`config.mk`:
```
export PLATFORM = sky130hd
export DESIGN_NAME = adder_result_stage
export DESIGN_NICKNAME = d
export VERILOG_FILES = /design/src/rtl/adder_pkg.sv /design/src/rtl/result_skid_buffer.sv /design/src/rtl/adder_result_stage.sv
export SDC_FILE = /design/constraint.sdc
export NUM_CORES = 1
export LEC_CHECK = 0
export BUFFER_PORTS_ARGS = -buffer_cell sky130_fd_sc_hd__buf_2
export CORE_MARGIN = 2
export CORE_UTILIZATION = 49
export DETAILED_ROUTE_END_ITERATION = 16
export PLACE_DENSITY = 0.76
export SETUP_SLACK_MARGIN = 0.4
export SLEW_MARGIN = 20
export SYNTH_ARGS = -nofsm -noshare
export SYNTH_HDL_FRONTEND = slang
export SYNTH_SLANG_ARGS = --single-unit
export TNS_END_PERCENT = 5
```
`constraint.sdc`:
```
create_clock -name clk -period 3.1 [get_ports clk]
set_input_delay 0.775 -clock clk [delete_from_list [all_inputs] [get_ports clk]]
set_output_delay 0.775 -clock clk [all_outputs]
set_load 0.01 [all_outputs]
```
`src/rtl/adder_pkg.sv`:
```
// rtl/adder_pkg.sv - shared constants for the adder result stage
//
// Purpose: default datapath width, the bit positions of the status flags inside
//          a buffered payload, and the signed saturation limits used when the
//          stage is built with SATURATE_EN.
// Ports:   none (package).
package adder_pkg;

    localparam int ADDER_WIDTH = 32;
    localparam int CNT_WIDTH_DEFAULT = 16;

    // Flag positions in the low bits of the payload; Result sits above them.
    localparam int FLAG_V = 0;
    localparam int FLAG_C = 1;
    localparam int FLAG_N = 2;
    localparam int FLAG_Z = 3;
    localparam int FLAG_BITS = 4;

    // Most positive and most negative two's-complement values.
    localparam logic [ADDER_WIDTH-1:0] SAT_MAX = {1'b0, {(ADDER_WIDTH-1){1'b1}}};
    localparam logic [ADDER_WIDTH-1:0] SAT_MIN = {1'b1, {(ADDER_WIDTH-1){1'b0}}};

endpackage

```
`src/rtl/result_skid_buffer.sv`:
```
// rtl/result_skid_buffer.sv - generic 2-entry valid/ready skid buffer
//
// Purpose: holds up to two payload beats in strict FIFO order. The main slot
//          drives the outputs; the skid slot catches a beat accepted while the
//          main slot is stalled. o_ready is registered.
// Ports:
//   i_clk, i_rst        clock, asynchronous active-high reset
//   i_valid, o_ready    upstream handshake
//   i_data  [DATA_W]    upstream payload
//   o_valid, i_ready    downstream handshake
//   o_data  [DATA_W]    downstream payload (main slot)
module result_skid_buffer #(
    parameter int DATA_W = 36
) (
    input  logic              i_clk,
    input  logic              i_rst,
    input  logic              i_valid,
    output logic              o_ready,
    input  logic [DATA_W-1:0] i_data,
    output logic              o_valid,
    input  logic              i_ready,
    output logic [DATA_W-1:0] o_data
);

    logic              r_main_valid;
    logic [DATA_W-1:0] r_main_data;
    logic              r_skid_valid;
    logic [DATA_W-1:0] r_skid_data;
    logic              r_in_ready;

    logic              w_main_valid_nxt;
    logic [DATA_W-1:0] w_main_data_nxt;
    logic              w_skid_valid_nxt;
    logic [DATA_W-1:0] w_skid_data_nxt;
    logic              w_in_fire;
    logic              w_main_free;

    assign w_in_fire   = i_valid && r_in_ready;
    // Main slot can take a new beat this cycle if empty or being drained.
    assign w_main_free = !r_main_valid || i_ready;

    always_comb begin
        w_main_valid_nxt = r_main_valid;
        w_main_data_nxt  = r_main_data;
        w_skid_valid_nxt = r_skid_valid;
        w_skid_data_nxt  = r_skid_data;
        if (w_main_free) begin
            if (r_skid_valid) begin
                // Skid moves forward with no bubble. in_ready was low, so
                // w_in_fire is 0 here and the skid slot empties.
                w_main_valid_nxt = 1'b1;
                w_main_data_nxt  = r_skid_data;
                w_skid_valid_nxt = w_in_fire;
                if (w_in_fire) begin
                    w_skid_data_nxt = i_data;
                end
            end else begin
                w_main_valid_nxt = w_in_fire;
                if (w_in_fire) begin
                    w_main_data_nxt = i_data;
                end
            end
        end else if (w_in_fire) begin
            w_skid_valid_nxt = 1'b1;
            w_skid_data_nxt  = i_data;
        end
    end

    always_ff @(posedge i_clk or posedge i_rst) begin
        if (i_rst) begin
            r_main_valid <= 1'b0;
            r_main_data  <= '0;
            r_skid_valid <= 1'b0;
            r_skid_data  <= '0;
            r_in_ready   <= 1'b1;
        end else begin
            r_main_valid <= w_main_valid_nxt;
            r_main_data  <= w_main_data_nxt;
            r_skid_valid <= w_skid_valid_nxt;
            r_skid_data  <= w_skid_data_nxt;
            r_in_ready   <= !w_skid_valid_nxt;
        end
    end

    assign o_ready = r_in_ready;
    assign o_valid = r_main_valid;
    assign o_data  = r_main_data;

endmodule

```
`src/rtl/adder_result_stage.sv`:
```
// rtl/adder_result_stage.sv - registered result/flag stage behind the carry-bypass adder
//
// Purpose: captures Sum/Cout plus operand signs, derives Z/N/C/V, buffers the
//          result through a 2-entry skid buffer and counts signed overflows
//          with a saturating counter.
// Configuration: define SATURATE_EN to clamp overflowing results to the signed
//          limits; otherwise Result is the wrapped Sum.
// Ports:
//   clk, rst             clock, asynchronous active-high reset
//   in_valid, in_ready   input handshake (in_ready registered)
//   a_sign, b_sign       operand MSBs that produced Sum
//   Sum [WIDTH], Cout    adder outputs
//   out_valid, out_ready output handshake
//   Result [WIDTH]       registered result
//   FlagZ/N/C/V          status flags of the Result transaction
//   ovf_clr              synchronous clear of OvfCount
//   OvfCount [CNT_WIDTH] saturating count of accepted beats with V=1
module adder_result_stage
    import adder_pkg::*;
#(
    parameter int WIDTH     = ADDER_WIDTH,
    parameter int CNT_WIDTH = CNT_WIDTH_DEFAULT
) (
    input  logic                 clk,
    input  logic                 rst,
    input  logic                 in_valid,
    output logic                 in_ready,
    input  logic                 a_sign,
    input  logic                 b_sign,
    input  logic [WIDTH-1:0]     Sum,
    input  logic                 Cout,
    output logic                 out_valid,
    input  logic                 out_ready,
    output logic [WIDTH-1:0]     Result,
    output logic                 FlagZ,
    output logic                 FlagN,
    output logic                 FlagC,
    output logic                 FlagV,
    input  logic                 ovf_clr,
    output logic [CNT_WIDTH-1:0] OvfCount
);

    localparam int PAYLOAD_W = WIDTH + FLAG_BITS;
    localparam logic [CNT_WIDTH-1:0] CNT_MAX = '1;

    logic                 w_in_fire;
    logic                 w_v;
    logic [WIDTH-1:0]     w_result;
    logic [PAYLOAD_W-1:0] w_in_payload;
    logic [PAYLOAD_W-1:0] w_out_payload;
    logic                 w_buf_ready;
    logic [CNT_WIDTH-1:0] r_ovf_count;

    assign w_in_fire = in_valid && w_buf_ready;

    // Overflow: operands share a sign and the sum's sign differs from it.
    assign w_v = (a_sign == b_sign) && (Sum[WIDTH-1] != a_sign);

`ifdef SATURATE_EN
    assign w_result = w_v ? (a_sign ? SAT_MIN : SAT_MAX) : Sum;
`else
    assign w_result = Sum;
`endif

    always_comb begin
        w_in_payload                   = '0;
        w_in_payload[PAYLOAD_W-1:FLAG_BITS] = w_result;
        w_in_payload[FLAG_Z]           = (w_result == '0);
        w_in_payload[FLAG_N]           = w_result[WIDTH-1];
        w_in_payload[FLAG_C]           = Cout;
        w_in_payload[FLAG_V]           = w_v;
    end

    result_skid_buffer #(
        .DATA_W (PAYLOAD_W)
    ) u_skid (
        .i_clk   (clk),
        .i_rst   (rst),
        .i_valid (in_valid),
        .o_ready (w_buf_ready),
        .i_data  (w_in_payload),
        .o_valid (out_valid),
        .i_ready (out_ready),
        .o_data  (w_out_payload)
    );

    // Clear has priority over a same-cycle overflow beat.
    always_ff @(posedge clk or posedge rst) begin
        if (rst) begin
            r_ovf_count <= '0;
        end else if (ovf_clr) begin
            r_ovf_count <= '0;
        end else if (w_in_fire && w_v && (r_ovf_count != CNT_MAX)) begin
            r_ovf_count <= r_ovf_count + 1'b1;
        end
    end

    assign in_ready = w_buf_ready;
    assign Result   = w_out_payload[PAYLOAD_W-1:FLAG_BITS];
    assign FlagZ    = w_out_payload[FLAG_Z];
    assign FlagN    = w_out_payload[FLAG_N];
    assign FlagC    = w_out_payload[FLAG_C];
    assign FlagV    = w_out_payload[FLAG_V];
    assign OvfCount = r_ovf_count;

endmodule

```
==> flow_metrics.env <==
export IMPL_status="complete, no violations"
export IMPL_synth_common_cells="dfrtp_1 (88), nand2_1 (46), mux2_2 (36), o21ai_0 (36), mux2i_1 (34)"
export IMPL_synth_top_family_by_area="multiplexers"
export IMPL_post_cts_resized=0
export IMPL_r2r_end="OvfCount[2]"
export IMPL_yosysWarnings=0
export IMPL_rsz0062_at_grt="false"
export IMPL_cts_tree="built"
export IMPL_gp_congestion=0.847
export IMPL_endpoint_kind="register"
export IMPL_synth_ff_type="dfrtp_1"
export IMPL_synth_nets=403
export IMPL_ff2ff_path_depth=5
export IMPL_finalHoldViolCount=0
export IMPL_synth_edf_count=0
export IMPL_synth_cells=362
export IMPL_grt_max_degree=44
export IMPL_clk_pin_slew_ns=0.09
export IMPL_diodes=0
export IMPL_ys_seq_area_frac=0.543
export IMPL_ant_nets=0
export IMPL_grt_pass1_vias=2781
export IMPL_slew_violations=0
export IMPL_worstSetupPathType="reg -> reg"
export IMPL_fill_cells=687
export IMPL_num_io_pins=94
export IMPL_synth_simple_area_share=0.132
export IMPL_layout_setup_ws_ns=0.728
export IMPL_period_minus_slack_ns=2.37
export IMPL_final_cells=560
export IMPL_grtUsageTotal=0.195
export IMPL_fmax_mhz=422
export IMPL_path_max_fanout=15
export IMPL_synthTopCellsByArea="dfrtp_1 (54%), mux2_2 (9.9%), mux2i_1 (8.3%), o21ai_0 (4.4%), nand2_1 (4.2%)"
export IMPL_hpwlAfterDp_mm=6.16
export IMPL_drive_gt1_frac=0.356
export IMPL_p_int_mw=2.83
export IMPL_dieArea_mm2=0.00913
export IMPL_dpl_worst_slack_ns=0.514
export IMPL_placed_cells=544
export IMPL_num_vias=3060
export IMPL_met3_usage=0.0427
export IMPL_grt_pass1_wl_mm=13.8
export IMPL_finalNetCount=491
export IMPL_die_h_um=95.5
export IMPL_cts_hold_buf=0
export IMPL_numCtsBuffers=9
export IMPL_core_area_mm2=0.00818
export IMPL_worstPathArrival_ns=2.61
export IMPL_die_w_um=95.5
export IMPL_drtIter0Drc=154
export IMPL_yosys_area_share_adder=0.00305
export IMPL_timing_rr_start="OvfCount[0]"
export IMPL_globalRouteOverflowTotal=0
export IMPL_p_leak_nw=2.26
export IMPL_r2r_slack_ns=0.73
export IMPL_power_density_mw_per_mm2=871
export IMPL_synth_xor_area_frac=0
export IMPL_clock_skew_final_ns=0.0131
export IMPL_cts_root_buf="clkbuf_8"
export IMPL_pwr_share_comb=0.363
export IMPL_clock_latency_ns=0.35
export IMPL_setup_tns_ns=0
export IMPL_crit_end="OvfCount[2]"
export IMPL_grt_use_met1=0.264
export IMPL_ctsLongestPathBuffers=2
export IMPL_vias_per_cell=5.46
export IMPL_irDropWorstVdd_mv=0.436
export IMPL_synth_compound_area_frac=0.0920
export IMPL_wl_per_cell_um=15.6
export IMPL_cts_sinks=89
export IMPL_htreeDepth=3
export IMPL_switching_share=0.339
export IMPL_yosysTopAreaCell="dfrtp_1"
export IMPL_async_reset_ff_frac=1.00
export IMPL_yosysMostFrequentCell="dfrtp_1"
export IMPL_max_slew_worst_pin_slew_ns=0.980
export IMPL_wirelength_mm=8.72
export IMPL_yosysUniqueCellTypes=41
export IMPL_rows=33
export IMPL_clkPwrFrac=0.201
export IMPL_area_delta_synth_final_pct=19.8
export IMPL_critPathLaunch="OvfCount[0]"
export IMPL_start_util=0.502
export IMPL_grt_busiest_layer="met2"
export IMPL_gr_usage_met2=0.308
export IMPL_synthMuxAreaShare=0.200
export IMPL_postCtsSetupBuffers=0
export IMPL_start_kind="register"
export IMPL_antenna_found_initial=0
export IMPL_drt_first_pass_iters=4
export IMPL_hold_class="in -> async"
export IMPL_slew_headroom=0.344
export IMPL_p_switching_mw=1.45
export IMPL_avgSynthCellArea_um2=11.3
export IMPL_finalSetupViolCount=0
export IMPL_drc=0
export IMPL_min_period_over_period=0.765
export IMPL_whs_ns=0.462
export IMPL_required_ns=3.34
export IMPL_numPortBuffers=93
export IMPL_syn_area_mm2=0.00411
export IMPL_seq_power_share=0.437
export IMPL_synth_top_area_frac=0.536
export IMPL_synth_seq_cells=89
export IMPL_maxCapViolations=0
per-stage QoR:
stage,total power [mW],area (µm²),utilization
floorplan,2.92,4110,-
global placement,3.40,4710,0.576
detailed placement,3.47,4710,0.576
CTS,4.33,4920,0.602
global route,4.57,4920,0.602
finish,4.29,4920,0.602
final cells by class:
type                       count  area (µm²)  area share
sequential                    89        2230       0.453
clock inverter                 5        80.1      0.0163
timing repair buffer          99         548       0.111
clock buffer                  11         131      0.0267
inverter                       6        26.3     0.00534
tap                          105         131      0.0267
multi-input combinational    245        1770       0.360
sequential cells by signal, summed over array words and instances (netlist names):
signal / cells
u_skid.o_data: 35
u_skid.r_skid_valid: 1
u_skid.r_skid_data: 35
OvfCount: 16
u_skid.o_ready: 1
u_skid.o_valid: 1
placed cells by master (no fill, tap or decap), types with 9 or more instances in the layout:
cell type / n
a21oi_1: 9
buf_2: 93
clkbuf_8: 9
dfrtp_1: 87
mux2_2: 36
mux2i_1: 34
nand2_1: 46
nor2_1: 10
nor4_1: 9
o21ai_0: 36
worst max-delay path, stage by stage, from the launching register on:
cell and delay, ns:
dfrtp_1 0.44, ha_1 0.27, nand4_1 0.26, nor4_4 0.76, a211oi_1 0.21, mux2_4 0.33
kinds of logic after synthesis:
family | after synthesis
mux | 76
buf+inv | 28
simple gates | 103
compound gates | 65
flops | 89
fa+ha+maj | 1
how the worst min path moves through the flow:
| stage | to | slack, ns | depth (start not counted) |
|---|---|---|---|
| 4_1_cts | u_skid.o_data[4] | 0.48 | 2 |
| 3_3_place_gp | u_skid.o_data[6] | 0.46 | 2 |
| 2_1_floorplan | u_skid.r_skid_data[3] | 0.45 | 2 |
| 5_1_grt | u_skid.o_data[4] | 0.50 | 2 |
| 3_5_place_dp | u_skid.o_data[1] | 0.47 | 2 |
| 6_report | OvfCount[15] | 0.46 | 2 |
power groups by stage:
stage | combinational, mW | clock, mW | sequential [mW]
floorplan | 0.967 | 0 | 1.96
global placement | 1.53 | 0 | 1.87
detailed placement | 1.58 | 0 | 1.89
CTS | 1.58 | 0.880 | 1.87
global route | 1.72 | 0.925 | 1.92
finish | 1.56 | 0.860 | 1.87
per-layer routing:
| metal | vias up | wire, µm | share of wire |
|---|---|---|---|
| met5 | - | 0 | 0 |
| met1 | 1499 | 3980 | 0.46 |
| met4 | 0 | 141 | 0.016 |
| met2 | 74 | 4120 | 0.47 |
| li1 | 1475 | - | - |
| met3 | 12 | 479 | 0.055 |
Power figures use the tool's default switching activity.
